### src/rtl/iic_slave_regs.sv
// I2C slave that exposes an 8-bit register pointer and a byte write/read port.
// It handles auto-increment, repeated START, and an open-drain SDA pull-down.
module iic_slave_regs #(
  parameter logic [6:0] SLAVE_ADDR = 7'b1001100
) (
  input  logic       Clk,
  input  logic       Reset_n,
  input  logic       SCL_in,
  input  logic       SDA_in,
  output logic       SDA_oe,
  output logic [7:0] Reg_addr,
  output logic [7:0] Wr_data,
  output logic       Wr_stb,
  input  logic [7:0] Rd_data,
  output logic       Busy
);

  typedef enum logic [3:0] {
    IDLE, ADDR, ADDR_ACK, REG, REG_ACK, WDATA, WDATA_ACK, RDATA, RDATA_ACK
  } state_t;

  state_t     state;
  logic       scl_s1, scl_s2, scl_d;
  logic       sda_s1, sda_s2, sda_d;
  logic [7:0] shift;
  logic [2:0] bit_cnt;
  logic       ack_phase;
  logic       rw;

  logic       scl_rise, scl_fall, start_det, stop_det, last_bit;
  logic [7:0] byte_in;

  // The synchronizers idle at 1 so a released bus never looks like a START.
  always_ff @(posedge Clk or negedge Reset_n) begin
    if (!Reset_n) begin
      scl_s1 <= 1'b1;
      scl_s2 <= 1'b1;
      scl_d  <= 1'b1;
      sda_s1 <= 1'b1;
      sda_s2 <= 1'b1;
      sda_d  <= 1'b1;
    end else begin
      // NOTE: non-blocking so each flop takes its neighbour's pre-edge value; blocking would collapse the chain.
      scl_s1 <= SCL_in;
      scl_s2 <= scl_s1;
      scl_d  <= scl_s2;
      sda_s1 <= SDA_in;
      sda_s2 <= sda_s1;
      sda_d  <= sda_s2;
    end
  end

  assign scl_rise  = scl_s2 & ~scl_d;
  assign scl_fall  = ~scl_s2 & scl_d;
  assign start_det = scl_s2 & scl_d & sda_d & ~sda_s2;
  assign stop_det  = scl_s2 & scl_d & ~sda_d & sda_s2;
  assign last_bit  = (bit_cnt == 3'd7);
  assign byte_in   = {shift[6:0], sda_s2};

  always_ff @(posedge Clk or negedge Reset_n) begin
    if (!Reset_n) begin
      state     <= IDLE;
      SDA_oe    <= 1'b0;
      Reg_addr  <= 8'h00;
      Wr_data   <= 8'h00;
      Wr_stb    <= 1'b0;
      Busy      <= 1'b0;
      shift     <= 8'h00;
      bit_cnt   <= 3'd0;
      ack_phase <= 1'b0;
      rw        <= 1'b0;
    end else begin
      Wr_stb <= 1'b0;
      // The pointer advances the cycle after every write strobe, even if the bus is already moving on.
      if (Wr_stb) Reg_addr <= Reg_addr + 8'd1;

      if (start_det) begin
        state     <= ADDR;
        bit_cnt   <= 3'd0;
        ack_phase <= 1'b0;
        SDA_oe    <= 1'b0;
      end else if (stop_det) begin
        state     <= IDLE;
        bit_cnt   <= 3'd0;
        ack_phase <= 1'b0;
        SDA_oe    <= 1'b0;
        Busy      <= 1'b0;
      end else begin
        case (state)
          IDLE: SDA_oe <= 1'b0;

          ADDR: if (scl_rise) begin
            shift   <= byte_in;
            bit_cnt <= bit_cnt + 3'd1;
            if (last_bit) begin
              if (shift[6:0] == SLAVE_ADDR) begin
                state <= ADDR_ACK;
                rw    <= sda_s2;
                Busy  <= 1'b1;
              end else begin
                state <= IDLE;
                Busy  <= 1'b0;
              end
            end
          end

          // First fall after bit 8 pulls SDA low; the next fall releases it and moves on.
          ADDR_ACK, REG_ACK, WDATA_ACK: if (scl_fall) begin
            if (!ack_phase) begin
              SDA_oe    <= 1'b1;
              ack_phase <= 1'b1;
            end else begin
              SDA_oe    <= 1'b0;
              ack_phase <= 1'b0;
              bit_cnt   <= 3'd0;
              if (state == ADDR_ACK) begin
                if (rw) begin
                  state  <= RDATA;
                  shift  <= Rd_data;
                  SDA_oe <= ~Rd_data[7];
                end else begin
                  state <= REG;
                end
              end else if (state == REG_ACK) begin
                Reg_addr <= shift;
                state    <= WDATA;
              end else begin
                state <= WDATA;
              end
            end
          end

          REG: if (scl_rise) begin
            shift   <= byte_in;
            bit_cnt <= bit_cnt + 3'd1;
            if (last_bit) state <= REG_ACK;
          end

          WDATA: if (scl_rise) begin
            shift   <= byte_in;
            bit_cnt <= bit_cnt + 3'd1;
            if (last_bit) begin
              Wr_data <= byte_in;
              Wr_stb  <= 1'b1;
              state   <= WDATA_ACK;
            end
          end

          RDATA: begin
            if (scl_fall) SDA_oe <= ~shift[7];
            if (scl_rise) begin
              shift   <= {shift[6:0], 1'b0};
              bit_cnt <= bit_cnt + 3'd1;
              if (last_bit) state <= RDATA_ACK;
            end
          end

          // ack_phase marks a received master ACK; the pointer moves first so the reload sees the next register.
          RDATA_ACK: begin
            if (scl_rise) begin
              if (sda_s2) begin
                state <= IDLE;
                Busy  <= 1'b0;
              end else begin
                Reg_addr  <= Reg_addr + 8'd1;
                ack_phase <= 1'b1;
              end
            end else if (scl_fall) begin
              if (ack_phase) begin
                shift     <= Rd_data;
                SDA_oe    <= ~Rd_data[7];
                bit_cnt   <= 3'd0;
                ack_phase <= 1'b0;
                state     <= RDATA;
              end else begin
                SDA_oe <= 1'b0;
              end
            end
          end

          default: state <= IDLE;
        endcase
      end
    end
  end

endmodule

### config.mk
export PLATFORM = sky130hd
export DESIGN_NAME = iic_slave_regs
export DESIGN_NICKNAME = d
export VERILOG_FILES = /design/src/rtl/iic_slave_regs.sv
export SDC_FILE = /design/constraint.sdc
export NUM_CORES = 1
export LEC_CHECK = 0
export CAP_MARGIN = 5
export CORE_ASPECT_RATIO = 0.75
export CORE_MARGIN = 3
export CORE_UTILIZATION = 55
export CTS_BUF_LIST = sky130_fd_sc_hd__clkbuf_2 sky130_fd_sc_hd__clkbuf_4 sky130_fd_sc_hd__clkbuf_8
export DETAILED_ROUTE_END_ITERATION = 16
export HOLD_SLACK_MARGIN = 0.05
export PLACE_DENSITY = 0.9
export RECOVER_POWER = 100
export SLEW_MARGIN = 20
export SYNTH_ARGS = -nofsm -noshare
export SYNTH_HDL_FRONTEND = slang
export SYNTH_SLANG_ARGS = --single-unit
### constraint.sdc
create_clock -name Clk -period 2.35 [get_ports Clk]
set_input_delay 0.3525 -clock Clk [delete_from_list [all_inputs] [get_ports Clk]]
set_output_delay 0.3525 -clock Clk [all_outputs]
set_load 0.05 [all_outputs]
==> flow_summary.toml, run 1 <==
[global_route]
grtUsageMet3_pct = 6.80
grt_start_max_net_pins = 43
grt_pass1_wl_microns = 12000
use_met1_pct = 41.0
grt_busiest_layer = "met1"
grt_pass1_vias = 2370
grt_use_met2_pct = 37.6
grt.total_usage_pct = 27.3
overflow = 0
antenna_found_initial = 0

[yosys]
synth-seq-cells = 42
syn_nets = 310
synth.most_common_cell = "dfrtp_1"
synth.yosys.seq_area_share_pct = 38.7
synth_warnings = 0
synthArstFlopShare_pct = 100
synth_area_leaders = "dfrtp_1 (33%), dfstp_2 (5.8%), mux2i_1 (4.4%)"
synth_area_sq_mm = 0.00274
synth_top_area_share_pct = 32.9
synth-edff-count = 0
yosysTopAreaCell = "dfrtp_1"
synth_flop_cell = "dfrtp_1"
netlist_instances = 292
syn_area_per_cell_sq_um = 9.37
synthTopCellsByCount = "dfrtp_1 (36), nand2_1 (27), o21ai_0 (21)"
yosysUniqueCellTypes = 60

[setup_path]
path_max_fanout = 5
cp_cell_sequence = "inv_1 -> ha_1 -> nand2_1 -> o32a_1 -> o311a_1 -> a21oi_2 -> mux2_2"
crit_family = "compound AO/OA/AOI/OAI gates"
endpoint_kind = "register"
crit_path_top_delay_cell = "dfstp_2"
required_ns = 2.55
start_kind = "register"
critPathArrivalTime_ns = 2.45
critPathBufInv = 1
slowest_delay_ns = 0.57
crit_type = "reg2reg"

[clock_network]
clk_pin_slew_worst_paths_ns = 0.09
clock_path_buffers = 2
cts.root.buffer_cell = "clkbuf_8"
htreeDepth = 2
cts_buffers = 5
postCtsHoldBufs = 0
cts_tree = "done"
insertion_delay_ns = 0.31
clock_sink_count = 42

[final_layout]
drive_gt1_share_pct = 16.0
n_antenna_cell = 0
postLayoutCellArea_sq_mm = 0.00324
syn_to_final_growth_pct = 18.6
fillCellCount = 337
nets = 348

[timing]
fin_crit_ns = 2.26
hold_ws_ns = 0.171
clock-skew-final_ns = 0.00629
finalSetupViolCount = 0
fmax_mhz = 443
max_slew_margin_pct = 39.2
post-route-period-util_pct = 96.0
hold_viol_final = 0
tns_ns = 0
worstMarginPinSlew_ns = 0.911
rsz0062_at_grt = "false"
maxSlewViolCount = 0

[route]
antenna_left = 0
dr.pass1.iters = 6
drc_errors = 0
wl_per_cell_microns = 19.4
drt-total-wl_microns = 7550
vias = 2595
drt_first_iter_violations = 372
vias_per_cell = 6.69

[placement]
dp_hpwl_microns = 5380
port_buffers = 30
postPlaceCellArea_sq_mm = 0.00315
gp_congestion = 0.975

[floorplan]
ioPinCount = 31
die_w_microns = 87.4
die_area_sq_mm = 0.00586
rows = 21
coreArea_sq_mm = 0.00462
start_util_pct = 59.1
die_h_microns = 67.1

[run]
maxCapViolCount = 0

[run_status]
outcome = "completed"

[power]
p_per_area_mw_per_mm2 = 560
peakVddDrop_v = 0.000437
p_leak_uw = 0.00139

[hold_path]
hold_class = "in2async"
[through the flow]
stage          cells  setup WS (ns)  util, %  power [uW]
2_1_floorplan    292          0.216        -        1170
3_3_place_gp     379          0.157     68.0        1290
3_5_place_dp     379          0.119     68.0        1310
4_1_cts          387          0.102     70.1        1810
5_1_grt          388         0.0193     70.1        1910
6_report         388         0.0945     70.1        1820
[flip-flops by register name, summed over array words and instances (netlist names)]
register   flops
Wr_data        8
ack_phase      1
sda_d          1
Busy           1
state          4
sda_s1         1
Reg_addr       8
bit_cnt        3
sda_s2         1
Wr_stb         1
scl_d          1
scl_s1         1
SDA_oe         1
scl_s2         1
shift          8
rw             1
[placed cells by master, fill, tap and decap left out, types with 3 or more instances in the layout]
master,netlist,routed
a31oi_1,3,3
a22o_1,3,3
nand4_1,6,6
o32ai_1,3,3
xor2_1,5,5
nor2b_1,3,3
and2_1,3,3
dfstp_2,6,5
dfrtp_1,36,35
xnor2_1,6,6
a21oi_1,14,14
nand3_1,7,7
inv_1,10,10
nand2_1,27,27
a22oi_1,5,5
o21a_1,4,4
mux2_2,10,10
ha_1,6,6
clkdlybuf4s50_1,0,8
o22ai_1,5,5
a32oi_1,3,3
dlygate4sd3_1,0,21
o21ai_0,21,23
nor3_1,4,4
nand2b_1,7,7
buf_4,0,17
a211o_1,3,3
mux2i_1,12,12
nor2_1,12,12
or3_1,3,3
clkbuf_8,0,5
o31ai_1,3,3
nor4_1,3,3
o221ai_1,3,3
[repair_timing]
item	in CTS	in global routing
resized for setup	0	2
endpoints found under the setup margin	0	9
buffers inserted	0	1
[area by class of cell]
| type | instances | area [sq um] | area share, % |
|---|---|---|---|
| clock buffer | 5 | 68.8 | 2.12 |
| clock inverter | 3 | 25.0 | 0.772 |
| inverter | 10 | 37.5 | 1.16 |
| multi-input combinational | 220 | 1540 | 47.3 |
| sequential | 42 | 1060 | 32.7 |
| tap | 57 | 71.3 | 2.20 |
| timing repair buffer | 51 | 445 | 13.7 |
[kinds of logic (layout without fill, tap and decap cells)]
family                     count (synthesis)  after routing  share of synthesized area [%]
xor gates and xnor gates                  11             11                           3.52
DFF                                       42             42                           38.7
adders and majority gates                  6              6                           2.74
muxes                                     23             23                           8.92
AOI/OAI and AO/OA                         92             92                           23.4
buffers and inverters                     30             69                           5.22
and+or+nand+nor                           88             88                           17.5
[power breakdown]
| part | internal [uW] | total [uW] | leakage [uW] | switching, uW |
|---|---|---|---|---|
| Combinational | 157 | 360 | 0.000793 | 203 |
| Sequential | 815 | 957 | 0.000549 | 142 |
| Clock | 215 | 499 | 0.0000447 | 284 |
[path summary, 6_finish.rpt]
| kind | from | to | slack [ns] | cells after the start |
|---|---|---|---|---|
| worst max register to register | scl_s2$_DFF_PN1_ | state[1]$_DFFE_PN0P_ | 0.09 | 7 |
| worst min register to register | sda_s1$_DFF_PN1_ | sda_s2$_DFF_PN1_ | 0.36 | 0 |
| worst max-delay path | scl_s2$_DFF_PN1_ | state[1]$_DFFE_PN0P_ | 0.09 | 7 |
| min in group Clk | sda_s1$_DFF_PN1_ | sda_s2$_DFF_PN1_ | 0.36 | 0 |
| worst min-delay path | Reset_n | state[3]$_DFFE_PN0P_ | 0.17 | 1 |
| max in group asynchronous | Reset_n | sda_s1$_DFF_PN1_ | 1.44 | 2 |
[layer usage]
metal  wire length (microns)  part of all wire [%]
met1                    3290                    44
met2                    3190                    42
met3                     972                    13
met4                      93                   1.2
met5                       0                     0
No activity file was read; power rests on OpenSTA's default activity.
==> run 2: changes to the inputs <==
--- a/config.mk
+++ b/config.mk
@@ -11,6 +11,7 @@
 export CORE_UTILIZATION = 55
 export CTS_BUF_LIST = sky130_fd_sc_hd__clkbuf_2 sky130_fd_sc_hd__clkbuf_4 sky130_fd_sc_hd__clkbuf_8
 export DETAILED_ROUTE_END_ITERATION = 16
+export GPL_TIMING_DRIVEN = 0
 export HOLD_SLACK_MARGIN = 0.05
 export PLACE_DENSITY = 0.9
 export RECOVER_POWER = 100
==> constraint.sdc (replaced) <==
create_clock -name Clk -period 2.89 [get_ports Clk]
set_input_delay 0.4335 -clock Clk [delete_from_list [all_inputs] [get_ports Clk]]
set_output_delay 0.4335 -clock Clk [all_outputs]
set_load 0.05 [all_outputs]
==> flow_summary.toml, run 2 (synthesized netlist as in run 1, its figures left out) <==
[run]
maxCapViolCount = 0

[final_layout]
final_common_cell = "dfrtp_1"
n_antenna_cell = 0
postLayoutCellArea_sq_mm = 0.00321
syn_to_final_growth_pct = 17.4
top_regs = "Reg_addr x8, Wr_data x8, shift x8"
drive_gt1_share_pct = 10.3
layout_common_cells = "dfrtp_1 (36), nand2_1 (27), o21ai_0 (21), dlygate4sd3_1 (21), clkbuf_1 (16)"
final_cells = 388
nets = 348

[floorplan]
die_w_microns = 87.4
rows = 21
die_h_microns = 67.1
start_util_pct = 59.1
ioPinCount = 31
coreArea_sq_mm = 0.00462
die_area_sq_mm = 0.00586

[timing]
tns_ns = 0
rsz0062_at_grt = "false"
maxSlewViolCount = 0
fmax_mhz = 383
fin_crit_ns = 2.61
worst_slack_ns = 0.282
finalSetupViolCount = 0
post-route-period-util_pct = 90.2
clock-skew-final_ns = 0.00802
max_slew_margin_pct = 1.67
worstMarginPinSlew_ns = 1.47
hold_viol_final = 0

[route]
dr.pass1.iters = 5
drc_errors = 0
drt_first_iter_violations = 454
vias = 2575
wl_per_cell_microns = 19.3
drt-total-wl_microns = 7490
antenna_left = 0
vias_per_cell = 6.64

[global_route]
grt_pass1_wl_microns = 12000
grt_pass1_vias = 2414
grt_start_max_net_pins = 29
grt.total_usage_pct = 26.8
antenna_found_initial = 0
overflow = 0

[setup_path]
path_max_fanout = 10
crit_type = "reg2reg"
critPathArrivalTime_ns = 2.79
endpoint_kind = "register"
required_ns = 3.07
start_kind = "register"

[hold_path]
hold_class = "in2async"

[placement]
gp_congestion = 0.982
port_buffers = 30
dp_slack_ns = 0.329
postPlaceCellArea_sq_mm = 0.00312
post-place-cells = 380
dp_hpwl_microns = 5460

[clock_network]
clk_pin_slew_worst_paths_ns = 0.08
cts.root.buffer_cell = "clkbuf_8"
postCtsHoldBufs = 0
clock_path_buffers = 2
htreeDepth = 2
cts_buffers = 5
cts_tree = "done"
clock_sink_count = 42
insertion_delay_ns = 0.30
cts_resized = 0
cts_setup_buffers = 0

[power]
power.total_uw = 1550
p_per_area_mw_per_mm2 = 482
peakVddDrop_v = 0.000400
p_leak_uw = 0.00134

[run_status]
outcome = "completed"
-- run 2: cell type report --
type | instances | area, sq um
flip-flops and latches | 42 | 1060
repair buffers | 31 | 298
plain buffers | 20 | 93.8
well taps | 57 | 71.3
inverters | 10 | 37.5
fillers | 373 | 1410
clock inverters | 2 | 37.5
multi-input cells | 220 | 1540
clock buffers | 6 | 76.3
-- run 2: worst paths after layout --
check | from | end | slack (ns) | cells after the start
max reg2reg | scl_s2$_DFF_PN1_ | Wr_data[1]$_DFFE_PN0P_ | 0.28 | 5
min in group Clk | sda_s1$_DFF_PN1_ | sda_s2$_DFF_PN1_ | 0.37 | 0
min | Reset_n | state[3]$_DFFE_PN0P_ | 0.19 | 1
max in group asynchronous | Reset_n | shift[0]$_DFFE_PN0P_ | 0.87 | 2
max | scl_s2$_DFF_PN1_ | Wr_data[1]$_DFFE_PN0P_ | 0.28 | 5
min reg2reg | sda_s1$_DFF_PN1_ | sda_s2$_DFF_PN1_ | 0.37 | 0
-- run 2: per-layer routing --
metal  GRT usage, %  vias to the layer above  routed length, microns
met3           7.91                       19                     862
li1               -                     1172                       -
met2           39.4                      161                    3230
met1           38.7                     1223                    3300
met4           5.56                        0                     101
met5              0                        -                       0
-- run 2: stage by stage --
stage | util [%] | hold WS, ns
final | 69.5 | 0.195
after global routing | 69.5 | 0.250
after CTS | 70.0 | 0.0509
after detailed placement | 67.5 | 0.347
after global placement | 67.2 | 0.346
after floorplan | - | 0.138
-- run 2: worst max-delay path, stage by stage (launching register included) --
cell and delay (ns):
dfstp_1 0.58, ha_1 0.30, clkbuf_1 0.41, nand2_1 0.20, nor4_4 0.59, mux2_2 0.41
-- run 2: where the power goes --
| part | total, uW | switching (uW) | leakage, uW | internal [uW] |
|---|---|---|---|---|
| Combinational | 307 | 187 | 0.000739 | 119 |
| Clock | 478 | 211 | 0.0000548 | 267 |
| Sequential | 764 | 102 | 0.000550 | 662 |
==> run 3: changes to the inputs <==
--- a/config.mk
+++ b/config.mk
@@ -10,6 +10,7 @@
 export CORE_MARGIN = 3
 export CORE_UTILIZATION = 55
 export CTS_BUF_LIST = sky130_fd_sc_hd__clkbuf_2 sky130_fd_sc_hd__clkbuf_4 sky130_fd_sc_hd__clkbuf_8
+export CTS_CLUSTER_DIAMETER = 100
 export DETAILED_ROUTE_END_ITERATION = 16
 export GPL_TIMING_DRIVEN = 0
 export HOLD_SLACK_MARGIN = 0.05
==> results of run 3 <==
No change in the layout: final DEF, timing and power equal those of run 2.
